==> config.mk <==
export PLATFORM = sky130hd
export DESIGN_NAME = control_sequencer
export DESIGN_NICKNAME = d
export VERILOG_FILES = /design/src/rtl/ctrl_seq_pkg.sv /design/src/rtl/ctrl_seq_decode.sv /design/src/rtl/control_sequencer.sv
export SDC_FILE = /design/constraint.sdc
export NUM_CORES = 1
export LEC_CHECK = 0
export CORE_MARGIN = 8
export CORE_UTILIZATION = 25
export CTS_BUF_LIST = sky130_fd_sc_hd__clkbuf_2 sky130_fd_sc_hd__clkbuf_4 sky130_fd_sc_hd__clkbuf_8
export DETAILED_ROUTE_END_ITERATION = 7
export PLACE_DENSITY_LB_ADDON = 0.25
export SLEW_MARGIN = 20
export SYNTH_ARGS = -nofsm -noshare
export SYNTH_HDL_FRONTEND = slang
export SYNTH_SLANG_ARGS = --single-unit
==> constraint.sdc <==
create_clock -name clk -period 7 [get_ports clk]
set_clock_uncertainty 0.2 [all_clocks]
set_input_delay 1.05 -clock clk [delete_from_list [all_inputs] [get_ports clk]]
set_output_delay 1.05 -clock clk [all_outputs]
set_load 0.02 [all_outputs]
==> src/rtl/ctrl_seq_pkg.sv <==
// ctrl_seq_pkg: shared definitions for the control sequencer.
// Holds opcode constants, the sequencer state enum, the control-word bit map
// (single-bit strobes plus a 3-bit ALU operation field), ALU op codes and
// small helpers that build control words and map states to T-step indices.
package ctrl_seq_pkg;

  localparam int unsigned OP_W = 5;

  localparam logic [OP_W-1:0] OP_LD   = 5'h00;
  localparam logic [OP_W-1:0] OP_LDI  = 5'h01;
  localparam logic [OP_W-1:0] OP_ST   = 5'h02;
  localparam logic [OP_W-1:0] OP_ADD  = 5'h03;
  localparam logic [OP_W-1:0] OP_SUB  = 5'h04;
  localparam logic [OP_W-1:0] OP_AND  = 5'h05;
  localparam logic [OP_W-1:0] OP_OR   = 5'h06;
  localparam logic [OP_W-1:0] OP_ADDI = 5'h0C;
  localparam logic [OP_W-1:0] OP_MUL  = 5'h0F;
  localparam logic [OP_W-1:0] OP_DIV  = 5'h10;
  localparam logic [OP_W-1:0] OP_BR   = 5'h12;
  localparam logic [OP_W-1:0] OP_JR   = 5'h13;
  localparam logic [OP_W-1:0] OP_NOP  = 5'h1A;
  localparam logic [OP_W-1:0] OP_HALT = 5'h1B;

  // T-states occupy 0..7 so the low bits are the step index; bit 3 marks non-T states
  typedef enum logic [3:0] {
    S_T0    = 4'd0,
    S_T1    = 4'd1,
    S_T2    = 4'd2,
    S_T3    = 4'd3,
    S_T4    = 4'd4,
    S_T5    = 4'd5,
    S_T6    = 4'd6,
    S_T7    = 4'd7,
    S_IDLE  = 4'd8,
    S_HALT  = 4'd9,
    S_FAULT = 4'd10
  } state_t;

  localparam int unsigned ALU_W = 3;

  localparam logic [ALU_W-1:0] ALU_NONE = 3'd0;
  localparam logic [ALU_W-1:0] ALU_ADD  = 3'd1;
  localparam logic [ALU_W-1:0] ALU_SUB  = 3'd2;
  localparam logic [ALU_W-1:0] ALU_AND  = 3'd3;
  localparam logic [ALU_W-1:0] ALU_OR   = 3'd4;
  localparam logic [ALU_W-1:0] ALU_MUL  = 3'd5;
  localparam logic [ALU_W-1:0] ALU_DIV  = 3'd6;

  // Control word bit indices
  localparam int unsigned C_PCOUT    = 0;
  localparam int unsigned C_MARIN    = 1;
  localparam int unsigned C_INCPC    = 2;
  localparam int unsigned C_ZIN      = 3;
  localparam int unsigned C_ZLOWOUT  = 4;
  localparam int unsigned C_PCIN     = 5;
  localparam int unsigned C_READ     = 6;
  localparam int unsigned C_MDRIN    = 7;
  localparam int unsigned C_MDROUT   = 8;
  localparam int unsigned C_IRIN     = 9;
  localparam int unsigned C_GRA      = 10;
  localparam int unsigned C_GRB      = 11;
  localparam int unsigned C_GRC      = 12;
  localparam int unsigned C_RIN      = 13;
  localparam int unsigned C_ROUT     = 14;
  localparam int unsigned C_BAOUT    = 15;
  localparam int unsigned C_YIN      = 16;
  localparam int unsigned C_COUT     = 17;
  localparam int unsigned C_CONIN    = 18;
  localparam int unsigned C_WRITE    = 19;
  localparam int unsigned C_LOIN     = 20;
  localparam int unsigned C_HIIN     = 21;
  localparam int unsigned C_ZHIGHOUT = 22;
  localparam int unsigned C_ALU_LSB  = 23;

  localparam int unsigned CTRL_W = C_ALU_LSB + ALU_W;

  // One-hot strobe at bit position idx
  function automatic logic [CTRL_W-1:0] cbit(input int unsigned idx);
    return CTRL_W'(1) << idx;
  endfunction

  // ALU operation placed in its control-word field
  function automatic logic [CTRL_W-1:0] calu(input logic [ALU_W-1:0] op);
    return CTRL_W'(op) << C_ALU_LSB;
  endfunction

  // T index for T-states, 0 for IDLE/HALT/FAULT
  function automatic logic [2:0] state_step(input state_t s);
    return s[3] ? 3'd0 : s[2:0];
  endfunction

endpackage

==> src/rtl/ctrl_seq_decode.sv <==
// ctrl_seq_decode: combinational microcode table.
// Maps (opcode, T-step, con_ff) to the control word for that step, whether
// the opcode is defined, and whether the step is the instruction's last.
// Ports:
//   i_opcode  opcode field of the instruction
//   i_step    T-step index 0..7
//   i_con_ff  branch condition flag (only affects br T6)
//   o_ctrl    control word for the step
//   o_legal   opcode is defined (always 1 for fetch steps)
//   o_last    step is the final step of the instruction
// Build option: CTRL_SEQ_MULDIV_EN adds mul/div decode; otherwise they are undefined.
module ctrl_seq_decode
  import ctrl_seq_pkg::*;
#(
  parameter int unsigned OPCODE_W = 5
) (
  input  logic [OPCODE_W-1:0] i_opcode,
  input  logic [2:0]          i_step,
  input  logic                i_con_ff,
  output logic [CTRL_W-1:0]   o_ctrl,
  output logic                o_legal,
  output logic                o_last
);

  logic [ALU_W-1:0] w_rr_alu;

  // Microcode lookup
  always_comb begin
    o_ctrl   = '0;
    o_legal  = 1'b1;
    o_last   = 1'b0;
    w_rr_alu = ALU_ADD;
    if (i_step < 3'd3) begin
      // Fetch is common to all opcodes
      case (i_step)
        3'd0:    o_ctrl = cbit(C_PCOUT) | cbit(C_MARIN) | cbit(C_INCPC) | cbit(C_ZIN);
        3'd1:    o_ctrl = cbit(C_ZLOWOUT) | cbit(C_PCIN) | cbit(C_READ) | cbit(C_MDRIN);
        default: o_ctrl = cbit(C_MDROUT) | cbit(C_IRIN);
      endcase
    end else begin
      case (i_opcode)
        OPCODE_W'(OP_LDI), OPCODE_W'(OP_LD), OPCODE_W'(OP_ST): begin
          // Effective address = (rb or 0) + C, shared by the three memory ops
          case (i_step)
            3'd3: o_ctrl = cbit(C_GRB) | cbit(C_BAOUT) | cbit(C_YIN);
            3'd4: o_ctrl = cbit(C_COUT) | calu(ALU_ADD) | cbit(C_ZIN);
            3'd5: begin
              if (i_opcode == OPCODE_W'(OP_LDI)) begin
                o_ctrl = cbit(C_ZLOWOUT) | cbit(C_GRA) | cbit(C_RIN);
                o_last = 1'b1;
              end else begin
                o_ctrl = cbit(C_ZLOWOUT) | cbit(C_MARIN);
              end
            end
            3'd6: begin
              if (i_opcode == OPCODE_W'(OP_LD))
                o_ctrl = cbit(C_READ) | cbit(C_MDRIN);
              else
                o_ctrl = cbit(C_GRA) | cbit(C_ROUT) | cbit(C_MDRIN);
            end
            default: begin
              o_last = 1'b1;
              if (i_opcode == OPCODE_W'(OP_LD))
                o_ctrl = cbit(C_MDROUT) | cbit(C_GRA) | cbit(C_RIN);
              else
                o_ctrl = cbit(C_WRITE);
            end
          endcase
        end

        OPCODE_W'(OP_ADD), OPCODE_W'(OP_SUB), OPCODE_W'(OP_AND), OPCODE_W'(OP_OR): begin
          if (i_opcode == OPCODE_W'(OP_SUB))      w_rr_alu = ALU_SUB;
          else if (i_opcode == OPCODE_W'(OP_AND)) w_rr_alu = ALU_AND;
          else if (i_opcode == OPCODE_W'(OP_OR))  w_rr_alu = ALU_OR;
          case (i_step)
            3'd3: o_ctrl = cbit(C_GRB) | cbit(C_ROUT) | cbit(C_YIN);
            3'd4: o_ctrl = cbit(C_GRC) | cbit(C_ROUT) | calu(w_rr_alu) | cbit(C_ZIN);
            default: begin
              o_ctrl = cbit(C_ZLOWOUT) | cbit(C_GRA) | cbit(C_RIN);
              o_last = 1'b1;
            end
          endcase
        end

        OPCODE_W'(OP_ADDI): begin
          case (i_step)
            3'd3: o_ctrl = cbit(C_GRB) | cbit(C_ROUT) | cbit(C_YIN);
            3'd4: o_ctrl = cbit(C_COUT) | calu(ALU_ADD) | cbit(C_ZIN);
            default: begin
              o_ctrl = cbit(C_ZLOWOUT) | cbit(C_GRA) | cbit(C_RIN);
              o_last = 1'b1;
            end
          endcase
        end

        OPCODE_W'(OP_BR): begin
          case (i_step)
            3'd3: o_ctrl = cbit(C_GRA) | cbit(C_ROUT) | cbit(C_CONIN);
            3'd4: o_ctrl = cbit(C_PCOUT) | cbit(C_YIN);
            3'd5: o_ctrl = cbit(C_COUT) | calu(ALU_ADD) | cbit(C_ZIN);
            default: begin
              // Branch target is written back only when the condition holds
              if (i_con_ff) o_ctrl = cbit(C_ZLOWOUT) | cbit(C_PCIN);
              o_last = 1'b1;
            end
          endcase
        end

        OPCODE_W'(OP_JR): begin
          o_ctrl = cbit(C_GRA) | cbit(C_ROUT) | cbit(C_PCIN);
          o_last = 1'b1;
        end

        OPCODE_W'(OP_NOP), OPCODE_W'(OP_HALT): begin
          o_last = 1'b1;
        end

`ifdef CTRL_SEQ_MULDIV_EN
        OPCODE_W'(OP_MUL), OPCODE_W'(OP_DIV): begin
          case (i_step)
            3'd3: o_ctrl = cbit(C_GRA) | cbit(C_ROUT) | cbit(C_YIN);
            3'd4: o_ctrl = cbit(C_GRB) | cbit(C_ROUT) | cbit(C_ZIN) |
                           calu((i_opcode == OPCODE_W'(OP_MUL)) ? ALU_MUL : ALU_DIV);
            3'd5: o_ctrl = cbit(C_ZLOWOUT) | cbit(C_LOIN);
            default: begin
              o_ctrl = cbit(C_ZHIGHOUT) | cbit(C_HIIN);
              o_last = 1'b1;
            end
          endcase
        end
`endif

        default: o_legal = 1'b0;
      endcase
    end
  end

endmodule

==> src/rtl/control_sequencer.sv <==
// control_sequencer: hardwired T-step control unit.
// Walks IDLE -> T0..T7 per instruction, holding memory steps until mem_rdy,
// with HALT and FAULT terminal states. The control word and status outputs
// are registered and reflect the step the sequencer is currently in.
// Ports:
//   clk      system clock
//   clr      synchronous active-high reset
//   run      start/resume request (IDLE, HALT)
//   ir       instruction register; opcode in ir[31 -: OPCODE_W]
//   con_ff   branch condition flag
//   mem_rdy  memory access complete
//   ctrl     packed control word (bit map in ctrl_seq_pkg)
//   step     current T-step index, 0 outside T-states
//   busy     in a T-step
//   halted   in HALT
//   fault    in FAULT
// Build option: CTRL_SEQ_MULDIV_EN enables mul/div (decoded in ctrl_seq_decode).
module control_sequencer
  import ctrl_seq_pkg::*;
#(
  parameter int unsigned OPCODE_W    = 5,
  parameter int unsigned MEM_TIMEOUT = 15
) (
  input  logic              clk,
  input  logic              clr,
  input  logic              run,
  input  logic [31:0]       ir,
  input  logic              con_ff,
  input  logic              mem_rdy,
  output logic [CTRL_W-1:0] ctrl,
  output logic [2:0]        step,
  output logic              busy,
  output logic              halted,
  output logic              fault
);

  localparam int unsigned WAIT_W = $clog2(MEM_TIMEOUT + 1);

  state_t              r_state;
  state_t              w_next_state;
  logic [CTRL_W-1:0]   r_ctrl;
  logic [CTRL_W-1:0]   w_ctrl_next;
  logic [CTRL_W-1:0]   w_dec_ctrl;
  logic [WAIT_W-1:0]   r_wait;
  logic [WAIT_W-1:0]   w_wait_next;
  logic [OPCODE_W-1:0] r_opcode;
  logic [OPCODE_W-1:0] w_ir_op;
  logic [OPCODE_W-1:0] w_dec_op;
  logic [2:0]          r_step;
  logic [2:0]          w_next_step;
  logic                r_legal;
  logic                r_last;
  logic                w_dec_legal;
  logic                w_dec_last;
  logic                w_hold;
  logic                w_mem_step;
  logic                r_busy;
  logic                r_halted;
  logic                r_fault;
  logic                w_unused_ir;

  assign w_ir_op     = ir[31 -: OPCODE_W];
  assign w_unused_ir = ^ir[31-OPCODE_W:0];

  // State register
  always_ff @(posedge clk) begin
    if (clr) begin
      r_state  <= S_IDLE;
      r_ctrl   <= '0;
      r_wait   <= '0;
      r_opcode <= '0;
      r_step   <= 3'd0;
      r_legal  <= 1'b1;
      r_last   <= 1'b0;
      r_busy   <= 1'b0;
      r_halted <= 1'b0;
      r_fault  <= 1'b0;
    end else begin
      r_state  <= w_next_state;
      r_ctrl   <= w_ctrl_next;
      r_wait   <= w_wait_next;
      r_step   <= w_next_step;
      r_legal  <= w_dec_legal;
      r_last   <= w_dec_last;
      r_busy   <= ~w_next_state[3];
      r_halted <= (w_next_state == S_HALT);
      r_fault  <= (w_next_state == S_FAULT);
      // Opcode captured on entry to T3 and used for the rest of the instruction
      if (w_next_state == S_T3) r_opcode <= w_ir_op;
    end
  end

  // Next-state logic, including memory hold and timeout
  always_comb begin
    w_next_state = r_state;
    w_wait_next  = '0;
    w_hold       = 1'b0;
    w_mem_step   = r_ctrl[C_READ] | r_ctrl[C_WRITE];
    case (r_state)
      S_IDLE, S_HALT: begin
        if (run) w_next_state = S_T0;
      end
      S_FAULT: begin
        w_next_state = S_FAULT;
      end
      default: begin
        if (w_mem_step && !mem_rdy) begin
          if (r_wait == WAIT_W'(MEM_TIMEOUT - 1)) begin
            w_next_state = S_FAULT;
          end else begin
            w_hold      = 1'b1;
            w_wait_next = r_wait + WAIT_W'(1);
          end
        end else if (!r_legal) begin
          w_next_state = S_FAULT;
        end else if (r_last) begin
          w_next_state = (r_opcode == OPCODE_W'(OP_HALT)) ? S_HALT : S_T0;
        end else begin
          w_next_state = state_t'(r_state + 4'd1);
        end
      end
    endcase
  end

  // Decode the step being entered; T3 looks at ir directly since r_opcode loads on that edge
  assign w_next_step = state_step(w_next_state);
  assign w_dec_op    = (w_next_state == S_T3) ? w_ir_op : r_opcode;

  ctrl_seq_decode #(
    .OPCODE_W (OPCODE_W)
  ) u_decode (
    .i_opcode (w_dec_op),
    .i_step   (w_next_step),
    .i_con_ff (con_ff),
    .o_ctrl   (w_dec_ctrl),
    .o_legal  (w_dec_legal),
    .o_last   (w_dec_last)
  );

  // Control word for the next cycle; frozen while a memory step is held
  always_comb begin
    w_ctrl_next = '0;
    if (w_hold)
      w_ctrl_next = r_ctrl;
    else if (!w_next_state[3])
      w_ctrl_next = w_dec_ctrl;
  end

  assign ctrl   = r_ctrl;
  assign step   = r_step;
  assign busy   = r_busy;
  assign halted = r_halted;
  assign fault  = r_fault;

endmodule

==> reports/metrics.yaml <==
status: "finished, final reports clean"
synth.avg_cell_area_um2: 8.11
cts_root_buffer: "clkbuf_8"
final_area_um2: 3140
fin_crit_ns: 4.20
avgViaCountPerCell: 4.99
worstPathMaxFanout: 16
io_buffers: 38
postRouteAntennaNets: 0
fin_cells: 483
synthToLayoutAreaGrowth_pct: 20.9
hold_viol: 0
cp-end-kind: "flip-flop"
cts_tree: "built"
grt_max_degree: 24
ctsResizeCount: 0
layout_common_cells: "nand2_1 (44), dfxtp_1 (44), clkdlybuf4s50_1 (38)"
cts.hold.buffers_added: 0
die_h_um: 118
drive_gt1_share_pct: 9.22
grt_pass1_vias: 2373
ys.flop_type: "dfxtp_1"
start_util_pct: 25.5
clock.fmax_mhz: 238
wl_per_cell_um: 15.8
crit_arrival_ns: 4.24
drt-pass1-iter-count: 5
hpwl_mm: 5.85
antenna_found_initial: 0
drv_slew: 0
fillers: 1131
synth_edf_count: 0
rsz0062_at_grt: "false"
dp_cells: 476
synth_area_um2: 2600
vdd.ir_drop.worst_mv: 0.167
yosysUniqueCellTypes: 72
final_util_pct: 30.8
tightest_slew_ns: 0.957
async_flop_share_pct: 0
finalSetupTns_ns: 0
drtIter0Drc: 165
wl_mm: 7.65
fp.dieArea_um2: 13900
worstHoldPathType: "reg -> reg"
max_cap_violations: 0
crit_type: "in -> reg"
finalPower_mw: 1.13
grt_overflow_total: 0
p_leak_nw: 1.04
finalCritPeriodShare_pct: 60.0
ys_warn_count: 0
vias: 2410
cts-buffers-inserted: 5
rows: 37
critPathLaunchType: "primary input"
drc: 0
relSlewSlack_pct: 36.0
cts_max_path_buffers: 2
core_area_um2: 10200
ys_ff_latch: 44
cts.sinks: 44
cts_setup_buffers: 0
setup_viol_count_final: 0
die_w_um: 118
path_clk_slew_ns: 0.09
clock_latency_ns: 0.30
layout.nets: 390
io_pins: 69
crit_required_ns: 7.04
htree_levels: 2
diodes: 0
grt_first_pass_wirelength_mm: 12.5
gp_congestion: 0.845
seq_area_frac_synth_pct: 33.9
syn_inst: 320
dpl_cell_area_um2: 3060
grt_usage_pct: 10.9
power_density_nw_per_um2: 359
==> sequential cells by signal, summed over array words and instances, names as in the netlist <==
register / cells
r_wait: 4
busy: 1
r_legal: 1
ctrl: 23
halted: 1
fault: 1
r_state: 4
r_opcode: 5
step: 3
r_last: 1
==> worst max-delay path: stages <==
cell and delay (ns):
clkdlybuf4s50_1 0.38, o21bai_2 0.25, a311oi_4 0.76, o21ai_2 0.21
a21oi_4 0.25, nand3_2 0.33, o41ai_1 0.73, o41a_1 0.27
==> cells in the mapped netlist (4+ instances only) <==
cell type  count  area (µm²)
a21oi_1       26         130
buf_4          7        52.6
clkbuf_1      13        48.8
dfxtp_1       44         881
ha_1           6        75.1
inv_1          8        30.0
mux2i_1        4        40.0
nand2_1       44         165
nand3_1       12        60.1
nor2_1        34         128
nor3_1        15        75.1
nor4_1         5        31.3
o211ai_1       4        30.0
o21ai_0        6        30.0
o21ai_1       10        50.1
xor2_1         4        35.0
==> per-stage QoR <==
stage	hold WS, ns	setup WS (ns)
4_1_cts	0.256	2.77
3_3_place_gp	0.243	2.46
5_1_grt	0.270	2.62
3_5_place_dp	0.243	2.47
6_report	0.250	2.80
2_1_floorplan	0.230	3.60
==> final timing paths <==
| check | startpoint | end | slack, ns | cells past startpoint |
|---|---|---|---|---|
| max | mem_rdy | r_last | 2.80 | 8 |
| min | ctrl[23] | ctrl[23] | 0.25 | 2 |
| max reg2reg | r_state[0] | r_last | 2.90 | 9 |
| min reg2reg | ctrl[23] | ctrl[23] | 0.25 | 2 |
==> power breakdown <==
part | switching, mW | total, mW | internal, mW | leakage, nW
Combinational | 0.404 | 0.628 | 0.223 | 0.639
Clock | 0.0844 | 0.156 | 0.0719 | 0.0445
Sequential | 0.0462 | 0.343 | 0.297 | 0.356
Total | 0.535 | 1.13 | 0.592 | 1.04
==> kinds of logic after synthesis <==
kind of cell,after synthesis,synth area share [%]
fa+ha+maj,6,2.89
compound gates,87,25.8
buf+inv,30,5.45
mux,6,2.55
xor+xnor,6,2.02
simple gates,140,27.2
flops,44,33.9
other cells,1,0.144
==> layer usage <==
metal	GRT usage, %	up-vias	routed length (µm)
met3	2.83	4	343
li1	-	1205	-
met1	13.6	1154	3600
met5	0	-	0
met2	18.3	47	3670
met4	2.40	0	41
==> cell type report <==
type                    count  area [µm²]  area share (%)
inverters                   8        30.0           0.957
clock buffers               6        76.3            2.43
clock inverters             1        5.00           0.159
multi-input cells         248        1580            50.4
repair buffers             40         395            12.6
flip-flops and latches     44         881            28.1
well taps                 136         170            5.42
Note: power is estimated with default switching activity, not from simulation.
